**config.mk**
```make
export PLATFORM = sky130hd
export DESIGN_NAME = calc_alu_seq
export DESIGN_NICKNAME = d
export VERILOG_FILES = /design/src/rtl/calc_pkg.sv /design/src/rtl/calc_div_seq.sv /design/src/rtl/calc_alu_seq.sv
export SDC_FILE = /design/constraint.sdc
export NUM_CORES = 1
export LEC_CHECK = 0
export ABC_AREA = 1
export BUFFER_PORTS_ARGS = -buffer_cell sky130_fd_sc_hd__buf_2
export CAP_MARGIN = 30
export CORE_MARGIN = 1.5
export CORE_UTILIZATION = 35
export CTS_BUF_LIST = sky130_fd_sc_hd__clkbuf_2
export CTS_CLUSTER_SIZE = 28
export DETAILED_ROUTE_END_ITERATION = 8
export PLACE_DENSITY_LB_ADDON = 0.12
export SYNTH_ARGS = -nofsm -noshare
export SYNTH_HDL_FRONTEND = slang
export SYNTH_SLANG_ARGS = --single-unit
```
**constraint.sdc**
```tcl
create_clock -name clk -period 4.2 [get_ports clk]
set_clock_uncertainty 0.1 [all_clocks]
set_input_delay 0.63 -clock clk [delete_from_list [all_inputs] [get_ports clk]]
set_output_delay 0.63 -clock clk [all_outputs]
set_load 0.1 [all_outputs]
```
**src/rtl/calc_pkg.sv**
```systemverilog
// calc_pkg: op/format codes, FSM states and display limit shared by the calculator ALU
package calc_pkg;
    typedef enum logic [1:0] {OP_ADD = 2'd0, OP_SUB = 2'd1, OP_MUL = 2'd2, OP_DIV = 2'd3} op_t;
    typedef enum logic [1:0] {S_IDLE, S_MUL, S_DIV, S_FMT} state_t;
    localparam logic [2:0] CONTR_POS = 3'd0;
    localparam logic [2:0] CONTR_NEG = 3'd1;
    localparam logic [2:0] CONTR_ERR = 3'd2;
    localparam logic [2:0] CONTR_FIX = 3'd4;
    function automatic logic [31:0] max_disp(input int unsigned ind);
        return ((32'd1 << ind) - 32'd1 < 32'd9999) ? (32'd1 << ind) - 32'd1 : 32'd9999;
    endfunction
endpackage

```
**src/rtl/calc_div_seq.sv**
```systemverilog
// calc_div_seq: restoring divider, one quotient bit per step, MSB first
// Ports: i_load captures dividend/divisor, i_step runs one step, o_ready is high
//        during the final step, o_quot is the quotient once that step is taken.
module calc_div_seq #(
    parameter int DW = 15,
    parameter int VW = 8
) (
    input  logic          clk,
    input  logic          rst,
    input  logic          i_load,
    input  logic          i_step,
    input  logic [DW-1:0] i_dividend,
    input  logic [VW-1:0] i_divisor,
    output logic          o_ready,
    output logic [DW-1:0] o_quot
);
    localparam int CW = $clog2(DW);
    logic [VW-1:0] r_rem;
    logic [DW-1:0] r_quo;
    logic [VW-1:0] r_dvs;
    logic [CW-1:0] r_cnt;
    logic [VW:0]   w_shift;
    logic          w_fit;
    // remainder stays below the divisor, so VW bits hold it between steps
    assign w_shift = {r_rem, r_quo[DW-1]};
    assign w_fit   = w_shift >= {1'b0, r_dvs};
    assign o_ready = r_cnt == '0;
    assign o_quot  = r_quo;
    always_ff @(posedge clk) begin
        if (rst) begin
            r_rem <= '0;
            r_quo <= '0;
            r_dvs <= '0;
            r_cnt <= '0;
        end else if (i_load) begin
            r_rem <= '0;
            r_quo <= i_dividend;
            r_dvs <= i_divisor;
            r_cnt <= CW'(DW - 1);
        end else if (i_step) begin
            r_rem <= w_fit ? VW'(w_shift - {1'b0, r_dvs}) : w_shift[VW-1:0];
            r_quo <= {r_quo[DW-2:0], w_fit};
            r_cnt <= o_ready ? r_cnt : r_cnt - CW'(1);
        end
    end
endmodule

```
**src/rtl/calc_alu_seq.sv**
```systemverilog
// calc_alu_seq: multi-cycle add/sub/mul/div feeding the 7-segment display driver
// Ports: i_start/i_a/i_b/i_op request, o_busy/o_done status, o_data magnitude, o_contr format.
// Build option CALC_DIV_ROUND_EN: round-half-up of the x.xx division result.
import calc_pkg::*;
module calc_alu_seq #(
    parameter int OP_W    = 8,
    parameter int IND_ALU = 11,
    parameter int C_ALU   = 3
) (
    input  logic               clk,
    input  logic               rst,
    input  logic               i_start,
    input  logic [OP_W-1:0]    i_a,
    input  logic [OP_W-1:0]    i_b,
    input  logic [1:0]         i_op,
    output logic               o_busy,
    output logic               o_done,
    output logic [IND_ALU-1:0] o_data,
    output logic [C_ALU-1:0]   o_contr
);
    localparam int          DW       = OP_W + 7;
    localparam int          CW       = $clog2(OP_W);
    localparam logic [31:0] MAX_DISP = max_disp(IND_ALU);
    state_t             r_state, w_state_nxt;
    op_t                r_op;
    logic [OP_W-1:0]    r_a, r_b, r_mplier;
    logic [2*OP_W-1:0]  r_acc, r_mcand;
    logic [CW-1:0]      r_cnt;
    logic               r_done;
    logic [IND_ALU-1:0] r_data, w_data;
    logic [C_ALU-1:0]   r_contr, w_contr;
    logic               w_accept, w_div_ready, w_neg;
    logic [DW-1:0]      w_dividend, w_quo;
    logic [OP_W:0]      w_sum;
    logic [OP_W-1:0]    w_mag;
    assign w_accept = r_state == S_IDLE && i_start;
`ifdef CALC_DIV_ROUND_EN
    assign w_dividend = DW'(i_a) * DW'(100) + DW'(i_b >> 1);
`else
    assign w_dividend = DW'(i_a) * DW'(100);
`endif
    calc_div_seq #(.DW(DW), .VW(OP_W)) u_div (
        .clk       (clk),
        .rst       (rst),
        .i_load    (w_accept && i_op == OP_DIV),
        .i_step    (r_state == S_DIV),
        .i_dividend(w_dividend),
        .i_divisor (i_b),
        .o_ready   (w_div_ready),
        .o_quot    (w_quo)
    );
    always_ff @(posedge clk) begin
        if (rst) r_state <= S_IDLE;
        else     r_state <= w_state_nxt;
    end
    always_comb begin
        w_state_nxt = r_state;
        case (r_state)
            S_IDLE: if (i_start) w_state_nxt = i_op == OP_MUL ? S_MUL :
                                               (i_op == OP_DIV && i_b != '0) ? S_DIV : S_FMT;
            S_MUL:  if (r_cnt == '0) w_state_nxt = S_FMT;
            S_DIV:  if (w_div_ready) w_state_nxt = S_FMT;
            S_FMT:  w_state_nxt = S_IDLE;
            default: w_state_nxt = S_IDLE;
        endcase
    end
    assign w_sum = {1'b0, r_a} + {1'b0, r_b};
    assign w_neg = r_a < r_b;
    assign w_mag = w_neg ? r_b - r_a : r_a - r_b;
    always_comb begin
        w_data  = '0;
        w_contr = C_ALU'(CONTR_ERR);
        case (r_op)
            OP_ADD: if (32'(w_sum) <= MAX_DISP) begin
                w_data  = IND_ALU'(w_sum);
                w_contr = C_ALU'(CONTR_POS);
            end
            OP_SUB: if (!w_neg || 32'(w_mag) <= 32'd999) begin
                w_data  = IND_ALU'(w_mag);
                w_contr = w_neg ? C_ALU'(CONTR_NEG) : C_ALU'(CONTR_POS);
            end
            OP_MUL: if (32'(r_acc) <= MAX_DISP) begin
                w_data  = IND_ALU'(r_acc);
                w_contr = C_ALU'(CONTR_POS);
            end
            // too large for x.xx: fall back to the integer part of the scaled quotient
            OP_DIV: if (r_b != '0) begin
                w_data  = 32'(w_quo) <= MAX_DISP ? IND_ALU'(w_quo) : IND_ALU'(w_quo / DW'(100));
                w_contr = 32'(w_quo) <= MAX_DISP ? C_ALU'(CONTR_FIX) : C_ALU'(CONTR_POS);
            end
            default: ;
        endcase
    end
    always_ff @(posedge clk) begin
        if (rst) begin
            r_op     <= OP_ADD;
            r_a      <= '0;
            r_b      <= '0;
            r_mplier <= '0;
            r_acc    <= '0;
            r_mcand  <= '0;
            r_cnt    <= '0;
            r_done   <= 1'b0;
            r_data   <= '0;
            r_contr  <= '0;
        end else begin
            r_done <= r_state == S_FMT;
            if (w_accept) begin
                r_op     <= op_t'(i_op);
                r_a      <= i_a;
                r_b      <= i_b;
                r_mplier <= i_b;
                r_mcand  <= (2*OP_W)'(i_a);
                r_acc    <= '0;
                r_cnt    <= CW'(OP_W - 1);
            end
            if (r_state == S_MUL) begin
                r_acc    <= r_mplier[0] ? r_acc + r_mcand : r_acc;
                r_mcand  <= r_mcand << 1;
                r_mplier <= r_mplier >> 1;
                r_cnt    <= r_cnt - CW'(1);
            end
            if (r_state == S_FMT) begin
                r_data  <= w_data;
                r_contr <= w_contr;
            end
        end
    end
    assign o_busy  = r_state != S_IDLE || r_done;
    assign o_done  = r_done;
    assign o_data  = r_data;
    assign o_contr = r_contr;
endmodule

```
* Word level (Yosys, flattened, before mapping)
Cells that the tools add are included.
** Cells by class
- Add/subtract/negate cells :: 7
- Multiply operators :: 1
- Divide/modulo/power cells :: 1
- Order comparisons :: 4
- Eq/ne operators :: 13
- Multiplexer cells :: 31
- Bitwise operators :: 1
- Reduce and logical (&&, ||, !) cells :: 19
** Operators with widths (count)
- two-way mux 16 bit :: 5
- one-hot mux 11 bit (4 select lines) :: 1
- two-way mux 11 bit :: 3
- two-way mux 15 bit :: 2
- subtractor 8 bit :: 3
- adder 16 bit :: 1
- <= comparator 16 x 11 -> 1 bit (second input constant) :: 1
- two-way mux 8 bit :: 2
- nonzero test 8 bit :: 2
- divider 15 x 7 -> 15 bit (second input constant) :: 1
- <= comparator 15 x 11 -> 1 bit (second input constant) :: 1
- two-way mux 7 bit :: 2
- multiplier 8 x 5 -> 13 bit (second input constant) :: 1
- equality test 2 bit (second input constant) :: 6
- two-way mux 3 bit :: 4
- two-way mux 4 bit :: 3
- one-hot mux 3 bit (4 select lines) :: 1
- two-way mux 2 bit :: 5
- adder 8 x 8 -> 9 bit :: 1
- greater-or-equal comparator 9 x 8 -> 1 bit :: 1
- < comparator 8 bit :: 1
- inequality test 2 bit (second input constant) :: 4
- one-hot mux 2 bit (4 select lines) :: 1
- AND reduction 2 bit :: 3
- other kinds (14) :: 22
** Storage, ports and cells
- Bits in registers :: 113
- Input port bits :: 21
- Output and inout bits :: 16
- Word-level logic and storage cells :: 96

* Depth between registers and ports, before layout
Gate-level depths: netlist (run 1).
- Depth in word-level cells :: 6
- Depth in mapped cells :: 48
- Gate-level depth less buffers :: 48

* Cells and area by module
A second synthesis (run 1) with hierarchy kept.
** Unflattened totals
- Cells, all modules :: 1251
- Area total of the unflattened synthesis :: 8608.3 sq um
** Modules (own cells, without submodules)
- calc_alu_seq :: times used 1, cells each 957, area an instance 6483.7 sq um, seq. area each 1561.5 sq um
- calc_div_seq :: times used 1, cells each 294, area an instance 2124.5 sq um, seq. area each 700.7 sq um

* Worst setup path before layout (run 1)
Ideal clock, no wire load.
- Kind :: register to register
- From :: register u_div.r_quo[11] (netlist: u_div.o_quot[11])
- To :: register r_data[0] (netlist: o_data[0])
- Setup time :: 0.131 ns
- Arrival :: 3.737 ns
- Required time :: 3.969 ns
- Slack :: 0.232 ns
- Cell stages (with the launch flop) :: 42
- Path buffers :: 0
- Period minus slack after synthesis :: 3.968 ns
- Cell sequence :: dfxtp_1 -> nor2_1 -> nand2_1 -> nand3_1 -> nand3_1 -> clkinv_1 -> nand2_2 -> nand2_2 -> nand2_2 -> nand4_2 -> nand3_4 -> nand2_4 -> nand2_1 -> nand2_2 -> nor2_2 -> nand2_2 -> nand3_1 -> nand4_1 -> (+6 left out) -> nand2_2 -> nand2_2 -> nor2_4 -> nand2_4 -> nand3_1 -> nand2_4 -> nor2_4 -> nand2_2 -> nand2_2 -> nand2_1 -> nand2_1 -> inv_1 -> nand3_1 -> nand2_1 -> nand2_1 -> nand2_1 -> nand2_1 -> a21oi_2
** On the way
- Longest elaborated chain between the ends :: 4
- Elaborated cells on any way between the ends :: 5
- Those cells by class :: div (1); order compare (1); mux (3)
** Ends and longest elaborated chain
- from (decl) :: line calc_div_seq.sv:19 : logic [DW-1:0] r_quo;
- from (signal assigned) :: line calc_div_seq.sv:37 : r_quo <= i_dividend;
- from (signal assigned) :: line calc_div_seq.sv:42 : r_quo <= {r_quo[DW-2:0], w_fit};
- divider 15 x 7 -> 15 bit or <= comparator 15 x 11 -> 1 bit (tied branches) :: line calc_alu_seq.sv:88 : w_data = 32'(w_quo) <= MAX_DISP ? IND_ALU'(w_quo) : IND_ALU'(w_quo / DW'(100));
- two-way mux 11 bit * :: line calc_alu_seq.sv:88
- two-way mux 11 bit * :: line calc_alu_seq.sv:87 : OP_DIV: if (r_b != '0) begin
- one-hot mux 11 bit (4 select lines) * :: line calc_alu_seq.sv:73 : case (r_op)
- to (signal assigned) :: line calc_alu_seq.sv:124 : r_data <= w_data;
- to (decl) :: line calc_alu_seq.sv:30 : logic [IND_ALU-1:0] r_data, w_data;
Every way passes the cells marked *; elsewhere a longest branch is shown, timed or not.
A chain may end at the register's enable or synchronous reset.

* Worst setup path after layout (run 1)
- From :: register u_div.r_quo[10] (netlist: u_div.o_quot[10])
- To :: register r_data[0] (netlist: o_data[0])
The elaborated chain is that of the path after synthesis.

==> run_results.csv, run 1 <==
group,metric,value,unit
clocking,tritoncts,"yes",
timing,tns,-106,ps
drt,wirelength,23.8,mm
drt,drc,0,
finish,fill_cells,2446,
synthesis,synth_fp_nets,1316,
finish,synthToLayoutAreaGrowth,19.6,%
timing,min_period,4310,ps
clocking,numCtsBuffers,17,
timing,max_slew_margin,39.9,%
placement,place_congestion,0.829,
synthesis,ys_seq_area_share,27.5,%
worst_setup_path,timing.reg2reg.setup_slack,-110,ps
die,die_w,156,um
timing,tightest_slew,898,ps
placement,port_buffers,36,
drt,avgRoutedWirePerCell,14.6,um
drt,viasPerCell,4.88,
pwr,vdd_drop_max,436,uV
placement,post-place-ws,-148,ps
worst_setup_path,r2r_end,"o_data[0]",
global_routing,grt_start_max_net_pins,70,
die,fp.coreArea,0.0228,sq mm
worst_setup_path,critical_path.max_fanout,5,
die,fp-row-count,55,
clocking,cts-htree-levels,4,
timing,hold_viol_final,0,
finish,multi_input_area,0.00543,sq mm
pwr,leakagePower,4.58,nW
finish,drive_gt1_share,18.3,%
die,dieArea,0.0244,sq mm
worst_setup_path,crit_path_start_kind,"flip-flop",
global_routing,grt_pass1_wl,37.9,mm
synthesis,synthDistinctLibCells,49,
min_path,hold_path.class,"input pin to flip-flop",
clocking,clk_path_buf_depth,2,
synthesis,synth-seq-cells,113,
timing,rsz0062_at_grt,"true",
worst_setup_path,reg2regPathDepth,40,
global_routing,grt_usage,19.8,%
worst_setup_path,crit_path_end_kind,"flip-flop",
min_path,hold_path_depth,3,
clocking,clock_sinks,113,
global_routing,global_route.overflow_total,0,
die,die_y,156,um
global_routing,antenna_found_initial,1,
timing,setup-violations-final,1,
synthesis,synth-main-ff-cell,"dfxtp_1",
worst_setup_path,r2r-start,"u_div.o_quot[10]",
worst_setup_path,critPathArrivalTime,4860,ps
synthesis,synth-edff-count,0,
synthesis,syn_avg_cell_area,6.82,sq um
drt,first_pass_iters,5,
drt,ant_nets,0,
finish,register_area,0.00228,sq mm
worst_setup_path,critPathMostFrequentCell,"nand2_4",
finish,final_core_util,43.0,%
die,start_util,36.0,%
pwr,power.density,560,mW/mm^2
worst_setup_path,slowest_stage,"dfxtp_2",
die,ios,37,
synthesis,async_reset_ff_share,0,%
clocking,cts.clk_slew.worst_paths,200,ps
synthesis,synth_area,0.00822,sq mm
outcome,violations,"negative setup slack",
global_routing,first_global_vias,7383,
timing,setup_slack,-106,ps
outcome,status,"finished with violations",
min_path,min_from,"i_op[1]",
timing,max_freq,0.232,GHz
timing,finalMaxSlewViolations,0,
worst_setup_path,crit_required,4760,ps
finish,nNetsFinal,1409,
synthesis,yosys_warnings,0,
drt,vias,7934,
clocking,cts_root_buffer,"clkbuf_2",
synthesis,syn_inst,1204,
worst_setup_path,crit_type,"flip-flop to flip-flop",
clocking,clk_latency,710,ps
timing,fin_crit_sh,103,%
worst_setup_path,crit_path_max_incr_delay,360,ps
min_path,holdPathEnd,"r_op[1]",
flow_run,drv_cap,0,
drt,drt_iter0_markers,342,
placement,hpwl,18.2,mm
-- layout make-up --
type | instances | share of cell area [%]
multi-input cells | 875 | 55.2
flip-flops and latches | 113 | 23.2
repair buffers | 113 | 7.75
inverters | 177 | 6.76
well taps | 313 | 3.98
clock inverters | 14 | 2.15
clock buffers | 18 | 0.916
diodes | 4 | 0.102
-- worst max-delay path, delay by kind of cell, from the launching register on --
| kind | cells | cell delay, ps |
|---|---|---|
| simple gates | 33 | 2900 |
| buf+inv | 6 | 750 |
| compound gates | 1 | 110 |
| flops | 1 | 360 |
-- cell usage in the layout (no fill, tap or decap), types with 4 or more instances in the layout --
| cell type | Yosys | final |
|---|---|---|
| xor2_1 | 14 | 14 |
| buf_2 | 1 | 36 |
| nand2_4 | 6 | 26 |
| o31ai_1 | 4 | 4 |
| xnor2_1 | 8 | 7 |
| nor2_1 | 77 | 74 |
| o22ai_1 | 19 | 19 |
| o21ai_0 | 80 | 75 |
| o221ai_1 | 10 | 10 |
| a211oi_1 | 9 | 9 |
| a21oi_1 | 130 | 128 |
| inv_2 | 6 | 10 |
| nand4_1 | 11 | 11 |
| dfxtp_1 | 113 | 108 |
| inv_1 | 168 | 164 |
| o21bai_1 | 4 | 4 |
| diode_2 | 0 | 4 |
| nor3_1 | 7 | 7 |
| buf_4 | 0 | 76 |
| nor2_4 | 3 | 5 |
| o211ai_1 | 6 | 6 |
| fa_1 | 8 | 8 |
| a221oi_1 | 6 | 6 |
| clkbuf_2 | 0 | 18 |
| nand4_4 | 1 | 5 |
| o21ai_2 | 1 | 4 |
| clkinv_1 | 3 | 5 |
| o21ai_1 | 3 | 5 |
| bufinv_16 | 0 | 5 |
| nand3_2 | 0 | 8 |
| ha_1 | 83 | 83 |
| nand2_2 | 23 | 23 |
| nand2_1 | 264 | 244 |
| nand3_1 | 66 | 57 |
| a31oi_1 | 7 | 7 |
-- worst max path at each step --
stage / from / end / slack [ps]
after global placement: u_div.o_quot[13] / o_data[0] / -60
after global routing: u_div.o_quot[12] / o_data[0] / -510
final: u_div.o_quot[10] / o_data[0] / -110
after floorplan: u_div.o_quot[11] / o_data[0] / 230
after detailed placement: u_div.o_quot[14] / o_data[0] / -150
after CTS: u_div.o_quot[12] / o_data[0] / -20
-- sequential cells by signal, indices dropped and copies added, names as in the netlist, 4 cells and up --
register / flops
u_div.o_quot: 15
r_a: 8
u_div.r_rem: 8
u_div.r_cnt: 4
r_acc: 16
o_data: 11
r_mplier: 8
u_div.r_dvs: 8
r_mcand: 16
r_b: 8
-- cells in the mapped netlist (2+ instances only) --
| library cell | count | area (sq um) |
|---|---|---|
| nand2_1 | 264 | 991 |
| inv_1 | 168 | 631 |
| a21oi_1 | 130 | 651 |
| dfxtp_1 | 113 | 2260 |
| ha_1 | 83 | 1040 |
| o21ai_0 | 80 | 400 |
| nor2_1 | 77 | 289 |
| nand3_1 | 66 | 330 |
| clkbuf_1 | 35 | 131 |
| nand2_2 | 23 | 144 |
| o22ai_1 | 19 | 119 |
| xor2_1 | 14 | 123 |
| nand4_1 | 11 | 68.8 |
| o221ai_1 | 10 | 87.6 |
| a211oi_1 | 9 | 67.6 |
| fa_1 | 8 | 160 |
| xnor2_1 | 8 | 70.1 |
| a31oi_1 | 7 | 43.8 |
| nor3_1 | 7 | 35.0 |
| a221oi_1 | 6 | 52.6 |
| inv_2 | 6 | 22.5 |
| nand2_4 | 6 | 67.6 |
| o211ai_1 | 6 | 45.0 |
| nand4_2 | 4 | 50.1 |
| o21bai_1 | 4 | 30.0 |
| o31ai_1 | 4 | 30.0 |
| buf_1 | 3 | 11.3 |
| clkinv_1 | 3 | 11.3 |
| nand3b_1 | 3 | 22.5 |
| nor2_4 | 3 | 33.8 |
| nor4_1 | 3 | 18.8 |
| o21ai_1 | 3 | 15.0 |
| nor2_2 | 2 | 12.5 |
-- power breakdown --
group          internal (W)  switching [W]
sequential          0.00124       0.000138
combinational       0.00115        0.00206
clock              0.000455       0.000467
-- kinds of logic after synthesis --
kind of cell	synth area share, %
AOI/OAI and AO/OA	19.7
and+or+nand+nor	25.8
xor gates and xnor gates	2.35
muxes	0.122
buffers and inverters	9.88
adders and majority gates	14.6
DFF	27.5
-- per-stage QoR --
stage	total power (W)	std cells	hold WS (ps)	instance area, sq um
finish	0.00551	1627	118	9830
floorplan	0.00355	1204	335	8220
detailed placement	0.00437	1579	353	9130
CTS	0.00539	1614	62.7	9580
global placement	0.00437	1579	350	9130
global route	0.00599	1627	52.5	9830
-- repair_timing --
item / 4_1_cts / 5_1_grt
setup endpoints to repair: 3 / 3
buffers inserted: 3 / 9
pin swaps: 16 / 32
resized for setup: 35 / 49
hold buffers: 0 / 0
-- routing by layer --
layer	GRT usage [%]	routed length, um
met1	26.1	11500
met2	33.4	11200
met3	3.27	661
met4	5.80	448
met5	0	0
(Power assumes the default switching activity.)
==> run 2: changes to the inputs <==
Settings changed: SYNTH_HIERARCHICAL from default to 1.
==> run 2 against run 1 <==
Against the previous run: the flow still finishes with violations (negative setup slack); final cell count increased by 1.4%; synthesized cell count increased by 3.9%; wire length increased by 1.2%; hold slack got worse by 9.1 ps; synthesized area increased by 4.8%; clock power decreased by 26%; sequential share of layout area decreased by 0.20 points; global-route usage decreased by 0.62 points; critical path type unchanged; largest cell class unchanged; largest power group unchanged; highest routed layer unchanged.
==> run_results.csv, run 2 <==
group,metric,value,unit
outcome,status,"finished with violations",
outcome,violations,"negative setup slack",
min_path,min_from,"i_op[0]",
min_path,hold_path.class,"input pin to flip-flop",
clocking,tritoncts,"yes",
timing,max_freq,0.230,GHz
synthesis,ys_top_cells_by_area,"dfxtp_1 26%, nand2_1 12%, ha_1 12%",
die,die_y,160,um
finish,synthToLayoutAreaGrowth,15.1,%
synthesis,ys_seq_area_share,26.3,%
global_routing,antenna_found_initial,1,
finish,drive_gt1_share,19.3,%
global_routing,grt_usage,19.2,%
timing,rsz0062_at_grt,"true",
worst_setup_path,critical_path.max_fanout,6,
synthesis,synth_top_area_share,26.3,%
synthesis,synth-edff-count,0,
timing,max_slew_margin,47.8,%
die,start_util,35.5,%
pwr,power.density,570,mW/mm^2
clocking,clock_sinks,113,
drt,vias,7991,
placement,dp_cells,1595,
global_routing,grt_start_max_net_pins,38,
synthesis,synth.most_common_cell,"nand2_1",
worst_setup_path,r2r_end,"o_data[1]",
pwr,total_power,0.00565,W
clocking,clk_path_buf_depth,2,
die,dieArea,0.0255,sq mm
worst_setup_path,crit_path_max_incr_delay,400,ps
timing,hold_viol_final,0,
clocking,cts.clk_slew.worst_paths,190,ps
worst_setup_path,r2r-start,"u_div/o_quot[12]",
synthesis,async_reset_ff_share,0,%
finish,final_cells,1649,
drt,wirelength,24.1,mm
worst_setup_path,critPathMostFrequentCell,"nand2_4",
pwr,leakagePower,4.63,nW
min_path,holdPathEnd,"r_op[0]",
clocking,clk_latency,670,ps
placement,hpwl,18.2,mm
timing,hold_ws,109,ps
die,ios,37,
worst_setup_path,timing.reg2reg.setup_slack,-140,ps
drt,drc,0,
synthesis,synth_common_cells,"286 x nand2_1, 177 x inv_1, 116 x a21oi_1",
worst_setup_path,crit_path_end_kind,"flip-flop",
finish,layout_common_cells,"267 x nand2_1, 173 x inv_1, 114 x a21oi_1, 108 x dfxtp_1, 83 x ha_1",
global_routing,grt_pass1_wl,39.4,mm
worst_setup_path,crit_path_start_kind,"flip-flop",
drt,drt_iter0_markers,440,
worst_setup_path,crit_type,"flip-flop to flip-flop",
synthesis,synth-seq-cells,113,
worst_setup_path,critPathArrivalTime,4850,ps
drt,first_pass_iters,5,
finish,final_common_cell,"nand2_1",
synthesis,syn_avg_cell_area,6.88,sq um
synthesis,synthDistinctLibCells,59,
drt,ant_nets,0,
synthesis,synth_area,0.00861,sq mm
timing,fin_crit_sh,103,%
clocking,cts_root_buffer,"clkbuf_2",
placement,place_congestion,0.838,
synthesis,yosys.area.top_type,"dfxtp_1",
global_routing,global_route.overflow_total,0,
timing,min_period,4340,ps
die,die_w,160,um
drt,viasPerCell,4.85,
timing,tns,-245,ps
global_routing,first_global_vias,7595,
clocking,numCtsBuffers,17,
worst_setup_path,slowest_stage,"dfxtp_4",
worst_setup_path,reg2regPathDepth,40,
timing,setup-violations-final,2,
finish,nNetsFinal,1423,
die,fp.coreArea,0.0242,sq mm
synthesis,yosys_warnings,6,
timing,finalMaxSlewViolations,0,
timing,setup_slack,-144,ps
clocking,ctsHoldBuffers,0,
timing,tightest_slew,772,ps
clocking,cts-htree-levels,4,
worst_setup_path,crit_required,4710,ps
synthesis,synth-main-ff-cell,"dfxtp_1",
pwr,vdd_drop_max,415,uV
die,fp-row-count,57,
placement,port_buffers,36,
drt,avgRoutedWirePerCell,14.6,um
synthesis,syn_inst,1251,
min_path,hold_path_depth,3,
flow_run,drv_cap,0,
-- run 2: cell families (layout without fill, tap and decap cells) --
logic type / Yosys count / in the layout / synth area share, %
XOR/XNOR: 21 / 21 / 2.14
AND/OR/NAND/NOR: 527 / 527 / 29.5
flip-flops: 113 / 113 / 26.3
AO/OA/AOI/OAI: 266 / 266 / 17.7
adder cells (fa/ha/maj): 91 / 91 / 13.9
multiplexers: 1 / 1 / 0.116
other: 1 / 3 / 0.0436
buffers and inverters: 231 / 303 / 10.3
-- run 2: area by class of cell --
cell class / count / area (sq um)
multi-input combinational: 908 / 5790
inverter: 198 / 756
fill: 2630 / 14300
clock inverter: 13 / 113
timing repair buffer: 73 / 470
antenna: 1 / 2.50
clock buffer: 19 / 95.1
sequential: 113 / 2270
tap: 324 / 405
-- run 2: worst max-delay path by stage --
stage	start	to	slack (ps)	cells after the start
floorplan	u_div/o_quot[11]	o_data[0]	340	42
global placement	u_div/o_quot[13]	o_data[0]	30	45
detailed placement	u_div/o_quot[11]	o_data[0]	-40	40
CTS	u_div/o_quot[11]	o_data[0]	3	44
global route	u_div/o_quot[12]	o_data[0]	-440	46
finish	u_div/o_quot[12]	o_data[1]	-140	40
-- run 2: timing repair --
item	4_1_cts	5_1_grt
resized for setup	15	71
cloned	0	0
pin swaps	6	34
endpoints found under the setup margin	2	3
buffers inserted	3	18
-- run 2: worst max-delay path, delay by kind of cell, from the launching register on --
family                 cells  cell delay (ps)
and+or+nand+nor           36             3200
AOI/OAI and AO/OA          2              480
buffers and inverters      2              110
DFF                        1              400
-- run 2: layer usage --
| metal | up-vias | part of all wire [%] | GRT usage, % | wire length [um] |
|---|---|---|---|---|
| li1 | 4215 | - | - | - |
| met1 | 3660 | 50 | 26.4 | 12100 |
| met2 | 107 | 46 | 32.0 | 11200 |
| met3 | 9 | 2.9 | 3.09 | 699 |
| met4 | 0 | 0.69 | 3.61 | 167 |
| met5 | - | 0 | 0 | 0 |
-- run 2: metrics by stage --
stage | util, % | setup WS, ps | instance area [sq um]
after floorplan | - | 337 | 8610
after global placement | 37.9 | 33.0 | 9180
after detailed placement | 37.9 | -42.5 | 9180
after CTS | 39.0 | 2.89 | 9460
after global routing | 40.9 | -440 | 9910
final | 40.9 | -144 | 9910
-- run 2: power by group --
part | total (W) | internal (W) | switching [W]
logic | 0.00358 | 0.00121 | 0.00236
registers | 0.00138 | 0.00124 | 0.000146
clock network | 0.000685 | 0.000216 | 0.000469
==> run 3: changes to the inputs <==
Settings changed: BUFFER_PORTS_ARGS -buffer_cell sky130_fd_sc_hd__buf_2 to default, DONT_BUFFER_PORTS from default to 1, SETUP_SLACK_MARGIN from default to 0.15.
==> run 3 against run 2 <==
Against the previous run: critical path type unchanged; the flow now finishes without violations; maximum frequency rose by 4.5%; largest cell class unchanged; hold slack got worse by 40 ps; first-iteration DRC count fell by 12%; clock power rose by 13%; wire length rose by 4.7%; non-clock buffer count rose by 32; sequential share of layout area fell by 1.3 points; worst setup slack improved by 190 ps; clock-buffer cell count fell by 2; largest power group unchanged.
==> run_results.csv, run 3 (same netlist as run 2, synthesis figures left out) <==
group,metric,value,unit
outcome,status,"finished, final reports clean",
finish,final_common_cell,"nand2_1",
drt,wirelength,25.2,mm
die,dieArea,0.0255,sq mm
finish,register_area,0.00228,sq mm
worst_setup_path,crit_path_max_incr_delay,400,ps
finish,synthToLayoutAreaGrowth,22.6,%
timing,max_freq,0.240,GHz
die,fp.coreArea,0.0242,sq mm
timing,min_period,4160,ps
pwr,leakagePower,4.93,nW
die,die_y,160,um
finish,layout_common_cells,"267 x nand2_1, 173 x inv_1, 108 x a21oi_1, 103 x dfxtp_1, 82 x ha_1",
pwr,power.density,561,mW/mm^2
clocking,clock_sinks,113,
worst_setup_path,slowest_stage,"dfxtp_4",
timing,max_slew_margin,31.9,%
timing,hold_viol_final,0,
drt,viasPerCell,4.88,
global_routing,grt_start_max_net_pins,45,
drt,drt_iter0_markers,388,
die,start_util,35.5,%
timing,tightest_slew,1020,ps
finish,nNetsFinal,1455,
timing,setup-violations-final,0,
drt,avgRoutedWirePerCell,15.0,um
die,ios,37,
clocking,cts_root_buffer,"clkbuf_2",
clocking,clk_latency,700,ps
pwr,swShare,51.7,%
pwr,intPower,0.00286,W
global_routing,global_route.overflow_total,0,
drt,first_pass_iters,5,
worst_setup_path,critPathArrivalTime,4700,ps
finish,drive_gt1_share,18.6,%
flow_run,drv_cap,0,
pwr,power_frac_comb,62.1,%
drt,drc,0,
die,die_w,160,um
clocking,clk_path_buf_depth,2,
clocking,cts.clk_slew.worst_paths,200,ps
timing,tns,0,ps
clocking,cts-htree-levels,4,
placement,hpwl,18.0,mm
timing,fin_crit_sh,99.0,%
global_routing,grt_pass1_wl,40.4,mm
pwr,p_sw,0.00306,W
global_routing,first_global_vias,7883,
global_routing,antenna_found_initial,1,
pwr,p_clk_share,13.1,%
worst_setup_path,crit_path_start_kind,"flip-flop",
placement,port_buffers,0,
global_routing,grt_usage,19.6,%
timing,rsz0062_at_grt,"true",
worst_setup_path,crit_path_end_kind,"flip-flop",
worst_setup_path,crit_required,4740,ps
finish,multi_input_area,0.00591,sq mm
finish,final_core_util,43.5,%
placement,dp_cells,1558,
clocking,numCtsBuffers,17,
drt,ant_nets,0,
min_path,hold_path.class,"input pin to flip-flop",
clocking,tritoncts,"yes",
pwr,vdd_drop_max,610,uV
placement,place_congestion,0.856,
die,fp-row-count,57,
finish,final_cells,1681,
finish,fill_cells,2561,
worst_setup_path,crit_type,"flip-flop to flip-flop",
worst_setup_path,critPathMostFrequentCell,"nand2_4",
drt,vias,8202,
timing,finalMaxSlewViolations,0,
worst_setup_path,critical_path.max_fanout,6,
pwr,p_seq_share,24.9,%
-- run 3: cell types whose count changed in the layout (fill, tap and decap cells not counted), moves of 5 or more --
cell           previous run  this run
dfxtp_1                 108       103
dlygate4sd3_1             0        54
a21oi_1                 114       108
o21ai_0                  71        64
buf_4                    36        46
buf_2                    36         0
a21oi_2                  11        17
o21ai_1                   8        14
-- run 3: worst paths after layout --
check	slack, ps	from	end	cells after the start
worst min-delay path	70	i_a[6]	r_mcand[6]	2
worst max-delay path	40	u_div/o_quot[11]	o_data[1]	35
worst min register to register	380	r_mplier[7]	r_mplier[7]	2
worst max register to register	40	u_div/o_quot[11]	o_data[1]	35
-- run 3: what timing repair did --
item                                    CTS  global route
endpoints found under the setup margin    2            10
endpoints found under the hold margin    82             7
hold buffers                             52             4
gates resized for setup                  45            78
pin swaps                                18            46
buffers inserted                         21            13
-- run 3: final cells by class --
class,count,share of cell area (%)
clock buffers,17,0.806
repair buffers,105,9.02
diodes,1,0.0237
clock inverters,15,1.49
flip-flops and latches,113,21.6
inverters,198,7.18
well taps,324,3.84
multi-input cells,908,56.0
-- run 3: critical path: cells and delay by family (launching register included) --
kind            cells  cell delay, ps
simple gates       27            2390
buf+inv             3             310
flops               1             400
compound gates      4             700
xor+xnor            1             210
-- run 3: per-stage QoR --
stage                     hold slack [ps]  area, sq um  power, W  worst slack, ps
after floorplan                       333         8610   0.00405              337
after global placement                358         8980   0.00472             38.0
after detailed placement              361         9010   0.00472            -65.6
after CTS                           0.295        10100   0.00574              114
after global routing                 12.6        10600   0.00645             -321
final                                68.5        10600   0.00593             41.1
-- run 3: power by group through the flow --
stage / clock, W / combinational (W) / sequential (W)
finish: 0.000774 / 0.00368 / 0.00147
global route: 0.000845 / 0.00411 / 0.00150
CTS: 0.000798 / 0.00348 / 0.00147
detailed placement: 0 / 0.00323 / 0.00149
global placement: 0 / 0.00321 / 0.00150
floorplan: 0 / 0.00259 / 0.00145
-- run 3: per-layer routing --
layer	part of all wire, %	GRT usage (%)	wire, um
met1	49	26.3	12400
met2	47	32.9	11700
met3	3.0	3.58	762
met4	1.3	4.08	326
met5	0	0	0
